### config.mk
export PLATFORM = sky130hd
export DESIGN_NAME = geri_yaz_hakem_flat
export DESIGN_NICKNAME = d
export VERILOG_FILES = /design/src/rtl/geri_yaz_hakem_if.sv /design/src/rtl/geri_yaz_hakem.sv /design/src/flat_wrapper.sv
export SDC_FILE = /design/constraint.sdc
export NUM_CORES = 1
export LEC_CHECK = 0
export BUFFER_PORTS_ARGS = -buffer_cell sky130_fd_sc_hd__buf_4
export CORE_MARGIN = 4
export CORE_UTILIZATION = 35
export CTS_CLUSTER_SIZE = 8
export DETAILED_ROUTE_END_ITERATION = 12
export PLACE_DENSITY = 0.69
export SLEW_MARGIN = 40
export SYNTH_ARGS = -nofsm -noshare
export SYNTH_HDL_FRONTEND = slang
export SYNTH_SLANG_ARGS = --single-unit
### constraint.sdc
create_clock -name clk_i -period 2.6 [get_ports clk_i]
set_input_delay 0.52 -clock clk_i [delete_from_list [all_inputs] [get_ports clk_i]]
set_output_delay 0.52 -clock clk_i [all_outputs]
set_load 0.01 [all_outputs]
### src/rtl/geri_yaz_hakem_if.sv
// ============================================================================
// Module   : geri_yaz_hakem_if
// Brief    : Write-back arbiter bus: pipeline result, late channels, RF port.
// Revision : 1.0 - initial release
// ============================================================================
`default_nettype none

interface geri_yaz_hakem_if #(
    parameter int XLEN  = 32,
    parameter int PS_W  = 18,
    parameter int N_GEC = 2
);
    logic                    yrt_gecerli_i;
    logic                    yrt_hazir_o;
    logic [4:0]              yrt_rd_adres_i;
    logic [XLEN-1:0]         yrt_rd_deger_i;
    logic [2:0]              yrt_mikroislem_i;
    logic [PS_W-1:0]         yrt_ps_artmis_i;
    logic [N_GEC-1:0]        gec_gecerli_i;
    logic [N_GEC-1:0]        gec_hazir_o;
    logic [5*N_GEC-1:0]      gec_rd_adres_i;
    logic [XLEN*N_GEC-1:0]   gec_deger_i;
    logic [4:0]              cyo_yaz_adres_o;
    logic [XLEN-1:0]         cyo_yaz_deger_o;
    logic                    cyo_yaz_yazmac_o;
    logic                    hata_o;

    modport slave (
        input  yrt_gecerli_i, yrt_rd_adres_i, yrt_rd_deger_i, yrt_mikroislem_i,
               yrt_ps_artmis_i, gec_gecerli_i, gec_rd_adres_i, gec_deger_i,
        output yrt_hazir_o, gec_hazir_o, cyo_yaz_adres_o, cyo_yaz_deger_o,
               cyo_yaz_yazmac_o, hata_o
    );

    modport master (
        output yrt_gecerli_i, yrt_rd_adres_i, yrt_rd_deger_i, yrt_mikroislem_i,
               yrt_ps_artmis_i, gec_gecerli_i, gec_rd_adres_i, gec_deger_i,
        input  yrt_hazir_o, gec_hazir_o, cyo_yaz_adres_o, cyo_yaz_deger_o,
               cyo_yaz_yazmac_o, hata_o
    );
endinterface

`default_nettype wire

### src/rtl/geri_yaz_hakem.sv
// ============================================================================
// Module   : geri_yaz_hakem
// Brief    : Single-port register-file write-back arbiter with starvation guard.
// Revision : 1.0 - initial release
// ============================================================================
`default_nettype none

module geri_yaz_hakem #(
    parameter int                     XLEN        = 32,
    parameter int                     PS_W        = 18,
    parameter logic [XLEN-PS_W-2:0]   PS_UST      = 13'h0800,
    parameter int                     N_GEC       = 2,
    parameter int                     BEKLEME_MAX = 4
) (
    input  wire logic          clk_i,
    input  wire logic          rst_ni,
    geri_yaz_hakem_if.slave    bus
);

    localparam int                 c_PTR_W   = (N_GEC > 1) ? $clog2(N_GEC) : 1;
    localparam int                 c_SAY_W   = $clog2(BEKLEME_MAX + 1);
    localparam logic [N_GEC-1:0]   c_BIR     = N_GEC'(1);
    localparam logic [c_SAY_W-1:0] c_SAY_MAX = c_SAY_W'(BEKLEME_MAX);

    logic [c_PTR_W-1:0]      r_ptr;
    logic                    r_yazmac;
    logic [4:0]              r_adres;
    logic [XLEN-1:0]         r_deger;
    logic                    r_hata;

    logic                    w_yazan;
    logic [N_GEC-1:0]        w_ac;
    logic [N_GEC-1:0]        w_gec_izin;
    logic                    w_yrt_kabul;
    logic [4:0]              w_gec_adres;
    logic [XLEN-1:0]         w_gec_deger;
    logic [c_PTR_W-1:0]      w_ptr_sonraki;
    logic [N_GEC-1:0]        w_kay_g;
    logic [5*N_GEC-1:0]      w_kay_a;
    logic [XLEN*N_GEC-1:0]   w_kay_d;
    logic                    w_yaz;
    logic [4:0]              w_adres;
    logic [XLEN-1:0]         w_deger;
    logic                    w_hata_kur;

    // First set bit of mask, searching upward from ptr and wrapping.
    function automatic logic [N_GEC-1:0] rr_sec(input logic [N_GEC-1:0] mask,
                                                input logic [c_PTR_W-1:0] ptr);
        logic [N_GEC-1:0] sonuc;
        logic [N_GEC-1:0] kayik;
        logic             bulundu;
        int               idx;
        sonuc   = '0;
        bulundu = 1'b0;
        for (int i = 0; i < N_GEC; i++) begin
            idx = int'(ptr) + i;
            if (idx >= N_GEC) idx = idx - N_GEC;
            kayik = mask >> idx;
            if (!bulundu && kayik[0]) begin
                sonuc   = c_BIR << idx;
                bulundu = 1'b1;
            end
        end
        return sonuc;
    endfunction

    assign w_yazan = bus.yrt_gecerli_i && bus.yrt_mikroislem_i[2] && !bus.yrt_mikroislem_i[1]
                     && (bus.yrt_rd_adres_i != 5'd0);

    generate
        for (genvar k = 0; k < N_GEC; k++) begin : g_sayac
            logic [c_SAY_W-1:0] r_sayac;

            assign w_ac[k] = bus.gec_gecerli_i[k] && (r_sayac == c_SAY_MAX);

            always_ff @(posedge clk_i or negedge rst_ni) begin
                if (!rst_ni) begin
                    r_sayac <= '0;
                end else if (!bus.gec_gecerli_i[k] || w_gec_izin[k]) begin
                    r_sayac <= '0;
                end else if (r_sayac != c_SAY_MAX) begin
                    r_sayac <= r_sayac + 1'b1;
                end
            end
        end
    endgenerate

    // Starved late channels outrank the pipeline; otherwise the pipeline writer wins.
    always_comb begin
        w_gec_izin  = '0;
        w_yrt_kabul = 1'b0;
        if (!rst_ni) begin
            w_gec_izin  = '0;
            w_yrt_kabul = 1'b0;
        end else if (|w_ac) begin
            w_gec_izin  = rr_sec(w_ac, r_ptr);
            w_yrt_kabul = bus.yrt_gecerli_i && !w_yazan;
        end else if (w_yazan) begin
            w_yrt_kabul = 1'b1;
        end else begin
            w_gec_izin  = rr_sec(bus.gec_gecerli_i, r_ptr);
            w_yrt_kabul = bus.yrt_gecerli_i;
        end
    end

    assign bus.yrt_hazir_o = w_yrt_kabul;
    assign bus.gec_hazir_o = w_gec_izin;

    always_comb begin
        w_gec_adres   = '0;
        w_gec_deger   = '0;
        w_ptr_sonraki = r_ptr;
        w_kay_g       = '0;
        w_kay_a       = '0;
        w_kay_d       = '0;
        for (int k = 0; k < N_GEC; k++) begin
            w_kay_g = w_gec_izin >> k;
            if (w_kay_g[0]) begin
                w_kay_a       = bus.gec_rd_adres_i >> (5 * k);
                w_kay_d       = bus.gec_deger_i >> (XLEN * k);
                w_gec_adres   = w_kay_a[4:0];
                w_gec_deger   = w_kay_d[XLEN-1:0];
                w_ptr_sonraki = (k == N_GEC - 1) ? '0 : c_PTR_W'(k + 1);
            end
        end
    end

    // A late grant to x0 still consumes the slot but leaves adres/deger untouched.
    always_comb begin
        w_yaz   = 1'b0;
        w_adres = r_adres;
        w_deger = r_deger;
        if (|w_gec_izin) begin
            if (w_gec_adres != 5'd0) begin
                w_yaz   = 1'b1;
                w_adres = w_gec_adres;
                w_deger = w_gec_deger;
            end
        end else if (w_yazan && w_yrt_kabul) begin
            w_yaz   = 1'b1;
            w_adres = bus.yrt_rd_adres_i;
            w_deger = bus.yrt_mikroislem_i[0] ? {PS_UST, bus.yrt_ps_artmis_i, 1'b0}
                                              : bus.yrt_rd_deger_i;
        end
    end

    assign w_hata_kur = w_yrt_kabul && bus.yrt_mikroislem_i[2] && bus.yrt_mikroislem_i[1];

    always_ff @(posedge clk_i or negedge rst_ni) begin
        if (!rst_ni) begin
            r_ptr    <= '0;
            r_yazmac <= 1'b0;
            r_adres  <= '0;
            r_deger  <= '0;
            r_hata   <= 1'b0;
        end else begin
            r_yazmac <= w_yaz;
            r_adres  <= w_adres;
            r_deger  <= w_deger;
            r_hata   <= r_hata || w_hata_kur;
            if (|w_gec_izin) r_ptr <= w_ptr_sonraki;
        end
    end

    assign bus.cyo_yaz_yazmac_o = r_yazmac;
    assign bus.cyo_yaz_adres_o  = r_adres;
    assign bus.cyo_yaz_deger_o  = r_deger;
    assign bus.hata_o           = r_hata;

endmodule

`default_nettype wire
### src/flat_wrapper.sv
// flat-port wrapper written by rule: the top's interface ports become plain ports
module geri_yaz_hakem_flat 
#(
    parameter int                     XLEN        = 32,
    parameter int                     PS_W        = 18,
    parameter logic [XLEN-PS_W-2:0]   PS_UST      = 13'h0800,
    parameter int                     N_GEC       = 2,
    parameter int                     BEKLEME_MAX = 4
)
  (clk_i, rst_ni, bus_yrt_gecerli_i, bus_yrt_rd_adres_i, bus_yrt_rd_deger_i, bus_yrt_mikroislem_i, bus_yrt_ps_artmis_i, bus_gec_gecerli_i, bus_gec_rd_adres_i, bus_gec_deger_i, bus_yrt_hazir_o, bus_gec_hazir_o, bus_cyo_yaz_adres_o, bus_cyo_yaz_deger_o, bus_cyo_yaz_yazmac_o, bus_hata_o);
  geri_yaz_hakem_if #(.XLEN(XLEN), .PS_W(PS_W), .N_GEC(N_GEC)) bus_i ();
  input  wire logic clk_i;
  input  wire logic rst_ni;
  input wire logic [$bits(bus_i.yrt_gecerli_i)-1:0] bus_yrt_gecerli_i;
  input wire logic [$bits(bus_i.yrt_rd_adres_i)-1:0] bus_yrt_rd_adres_i;
  input wire logic [$bits(bus_i.yrt_rd_deger_i)-1:0] bus_yrt_rd_deger_i;
  input wire logic [$bits(bus_i.yrt_mikroislem_i)-1:0] bus_yrt_mikroislem_i;
  input wire logic [$bits(bus_i.yrt_ps_artmis_i)-1:0] bus_yrt_ps_artmis_i;
  input wire logic [$bits(bus_i.gec_gecerli_i)-1:0] bus_gec_gecerli_i;
  input wire logic [$bits(bus_i.gec_rd_adres_i)-1:0] bus_gec_rd_adres_i;
  input wire logic [$bits(bus_i.gec_deger_i)-1:0] bus_gec_deger_i;
  output wire logic [$bits(bus_i.yrt_hazir_o)-1:0] bus_yrt_hazir_o;
  output wire logic [$bits(bus_i.gec_hazir_o)-1:0] bus_gec_hazir_o;
  output wire logic [$bits(bus_i.cyo_yaz_adres_o)-1:0] bus_cyo_yaz_adres_o;
  output wire logic [$bits(bus_i.cyo_yaz_deger_o)-1:0] bus_cyo_yaz_deger_o;
  output wire logic [$bits(bus_i.cyo_yaz_yazmac_o)-1:0] bus_cyo_yaz_yazmac_o;
  output wire logic [$bits(bus_i.hata_o)-1:0] bus_hata_o;
  assign bus_i.yrt_gecerli_i = bus_yrt_gecerli_i;
  assign bus_i.yrt_rd_adres_i = bus_yrt_rd_adres_i;
  assign bus_i.yrt_rd_deger_i = bus_yrt_rd_deger_i;
  assign bus_i.yrt_mikroislem_i = bus_yrt_mikroislem_i;
  assign bus_i.yrt_ps_artmis_i = bus_yrt_ps_artmis_i;
  assign bus_i.gec_gecerli_i = bus_gec_gecerli_i;
  assign bus_i.gec_rd_adres_i = bus_gec_rd_adres_i;
  assign bus_i.gec_deger_i = bus_gec_deger_i;
  assign bus_yrt_hazir_o = bus_i.yrt_hazir_o;
  assign bus_gec_hazir_o = bus_i.gec_hazir_o;
  assign bus_cyo_yaz_adres_o = bus_i.cyo_yaz_adres_o;
  assign bus_cyo_yaz_deger_o = bus_i.cyo_yaz_deger_o;
  assign bus_cyo_yaz_yazmac_o = bus_i.cyo_yaz_yazmac_o;
  assign bus_hata_o = bus_i.hata_o;
  geri_yaz_hakem #(.XLEN(XLEN), .PS_W(PS_W), .PS_UST(PS_UST), .N_GEC(N_GEC), .BEKLEME_MAX(BEKLEME_MAX)) u_core (.clk_i(clk_i), .rst_ni(rst_ni), .bus(bus_i));
endmodule
==> key figures <==
Outcome
  – Run status: complete, no violations

Final layout
  – Share of layout cells above drive strength 1: 51.6%
  – Cell area after layout: 0.00489 mm2
  – Most frequent cells in the layout: buf_4, dfrtp_1, nand2_1
  – Synth-to-Final Area Change: 61.0%
  – Most common cell after layout, fill and taps aside: buf_4
  – # diodes: 0
  – Final #Nets: 648

Timing
  – Fmax achieved: 0.392 GHz
  – Layout Skew: 10.4 ps
  – Setup ws final: 48.9 ps
  – RSZ-0062 raised after global routing: true
  – Finish-stage setup viols: 0
  – Least-Margin Pin Slew: 476 ps
  – Fin crit period: 2550 ps
  – Final Hold Fails: 0
  – Hold_ws: 287 ps
  – Fin. max-slew vios: 0
  – Crit share post-route: 98.1%
  – Slew margin rel.: 68.3%

Placed design
  – Place WS: -171 ps
  – Gpl congestion: 0.896
  – Post-Place Cell Area: 0.00463 mm2
  – DP Wirelength: 7.39 mm
  – PortBufs: 178

Setup path
  – CP Data Required Time: 2780 ps
  – Crit start category: input pin
  – FF-to-FF path depth: 12
  – Reg2Reg Setup Slack: 50 ps
  – Kind of critical path: input pin to flip-flop
  – Worst EP arrival: 2730 ps
  – Crit. End Element: flip-flop
  – Capturing point of the worst reg2reg path: u_core.bus.cyo_yaz_deger_o[23]
  – Crit path max fanout: 11
  – FF-to-FF Start: u_core.g_sayac[1].r_sayac[0]

Floorplan
  – Die Wd: 101 um
  – Initial Util: 36.4%
  – Core Box Area: 0.00834 mm2
  – Die Area: 0.0102 mm2
  – Io pins: 179
  – Die Span Y: 101 um
  – Rows: 33

Synth
  – Post-Syn Area: 0.00304 mm2
  – Seq cells post-synth: 46
  – Net Count, Synth: 451
  – Fraction of registers with async set/reset: 100%
  – Dominant synthesized flop cell: dfrtp_1
  – Area share of the largest cell type after synthesis: 37.9%
  – EDFF count, synth: 0
  – Cell count after synthesis: 310
  – Avg Cell Area, Syn: 9.79 um2
  – Largest cells by area after synthesis: dfrtp_1, mux2i_1, mux2_1
  – YS warnings: 0
  – Synth unique cells: 39
  – Sequential area share after synthesis: 37.9%
  – Yosys top cell by area: dfrtp_1

Power
  – Worst IR drop on VDD: 0.000350 V
  – Leak Pwr: 2.52 nW
  – PwrDens: 622 mW/mm2

Routing
  – WL final: 9.55 mm
  – DRT iter0 DRCs: 70
  – Routed len/inst: 15.6 um
  – Drc violations: 0
  – Detailed Routing Iterations Pass 1: 4
  – Vias: 3023
  – Via density: 4.93
  – Post-DRT Antenna Nets: 0

Clock network
  – TritonCTS Buffers: 5
  – Cts hold-fix bufs: 0
  – Clock Tree Root: clkbuf_8
  – CTS sink cnt: 46
  – Reg clk slew, reported paths: 90 ps
  – H-tree depth: 2
  – CTS max path bufs: 2
  – Clk_lat worst skew: 300 ps
  – CTS tree: yes

Global routing
  – Global-route wire length before repair: 15.0 mm
  – Initial antenna violation count: 0
  – Vias in the first global route: 3251
  – Overall Global Routing Usage: 18.4%
  – Overflow after GRT: 0
  – Largest net degree at the start of global routing: 38

Worst hold path
  – Hold Crit Class: input pin to async pin

Run
  – Maxcap violations: 0
## power breakdown
group | internal, mW | switching (mW) | leakage, nW
logic | 0.763 | 0.564 | 1.89
registers | 0.950 | 0.130 | 0.561
clock network | 0.385 | 0.247 | 0.0683
## per-layer routing
layer	wire length [um]	vias to the layer above	track usage (%)
li1	-	1484	-
met1	3510	1426	19.8
met3	786	6	4.64
met2	5150	107	35.4
met4	109	0	4.60
met5	0	-	0
## sequential cells by signal, indices dropped and copies added, names as in the netlist
signal and cells:
u_core.r_ptr 1, u_core.bus.cyo_yaz_deger_o 32, u_core.bus.cyo_yaz_adres_o 5, u_core.bus.hata_o 1
u_core.bus.cyo_yaz_yazmac_o 1, u_core.g_sayac.r_sayac 6
## how the worst max path moves through the flow
stage / startpoint / to / slack (ps)
floorplan: bus_yrt_rd_adres_i[0] / u_core.bus.cyo_yaz_deger_o[10] / -40
global placement: bus_yrt_rd_adres_i[0] / u_core.bus.cyo_yaz_adres_o[4] / -140
detailed placement: bus_yrt_rd_adres_i[0] / u_core.bus.cyo_yaz_adres_o[4] / -170
CTS: u_core.g_sayac[1].r_sayac[1] / u_core.bus.cyo_yaz_deger_o[28] / 3
global route: u_core.g_sayac[1].r_sayac[0] / u_core.bus.cyo_yaz_deger_o[4] / -50
finish: bus_yrt_rd_adres_i[0] / u_core.bus.cyo_yaz_deger_o[23] / 50
## Yosys cell counts, drive strengths merged, types with 4 or more instances
cell,count
mux2,52
dfrtp,46
nand2,46
mux2i,34
o21ai,33
nor2,17
nor2b,13
clkbuf,9
inv,9
buf,8
a21oi,4
a22o,4
ha,4
## per-stage QoR
stage                     cells  power (mW)  util [%]  TNS [ps]
after floorplan             310        1.65         -     -1150
after global placement      599        2.34      55.5     -2730
after detailed placement    599        2.37      55.5     -3940
after CTS                   614        3.07      58.4         0
after global routing        613        3.25      58.6      -618
final                       613        3.04      58.6         0
## repair_timing
action / in CTS / in global routing
buffers inserted: 5 / 1
setup endpoints to repair: 36 / 35
gates resized for setup: 12 / 12
gates cloned: 2 / 0
pin swaps: 4 / 3
## cells by family after synthesis
family,count (synthesis),share of synthesized area [%]
AOI/OAI and AO/OA,55,11.7
xor gates and xnor gates,2,0.577
and+or+nand+nor,91,13.6
buffers and inverters,26,4.08
DFF,46,37.9
muxes,86,30.5
adders and majority gates,4,1.65
## worst max-delay path: stages
cell and delay, ps:
buf_4 110, or4_4 520, o21bai_1 220, a32oi_4 150, inv_2 90, buf_4 110, a22oi_2 70, o31ai_4 300
buf_6 160, buf_12 130, mux2_1 330
## cell type report
type	instances	area, um2
fill	765	3450
multi-input combinational	238	1840
timing repair buffer	207	1590
sequential	46	1150
tap	105	131
clock buffer	5	68.8
clock inverter	3	68.8
inverter	9	33.8
(Power assumes the default switching activity.)
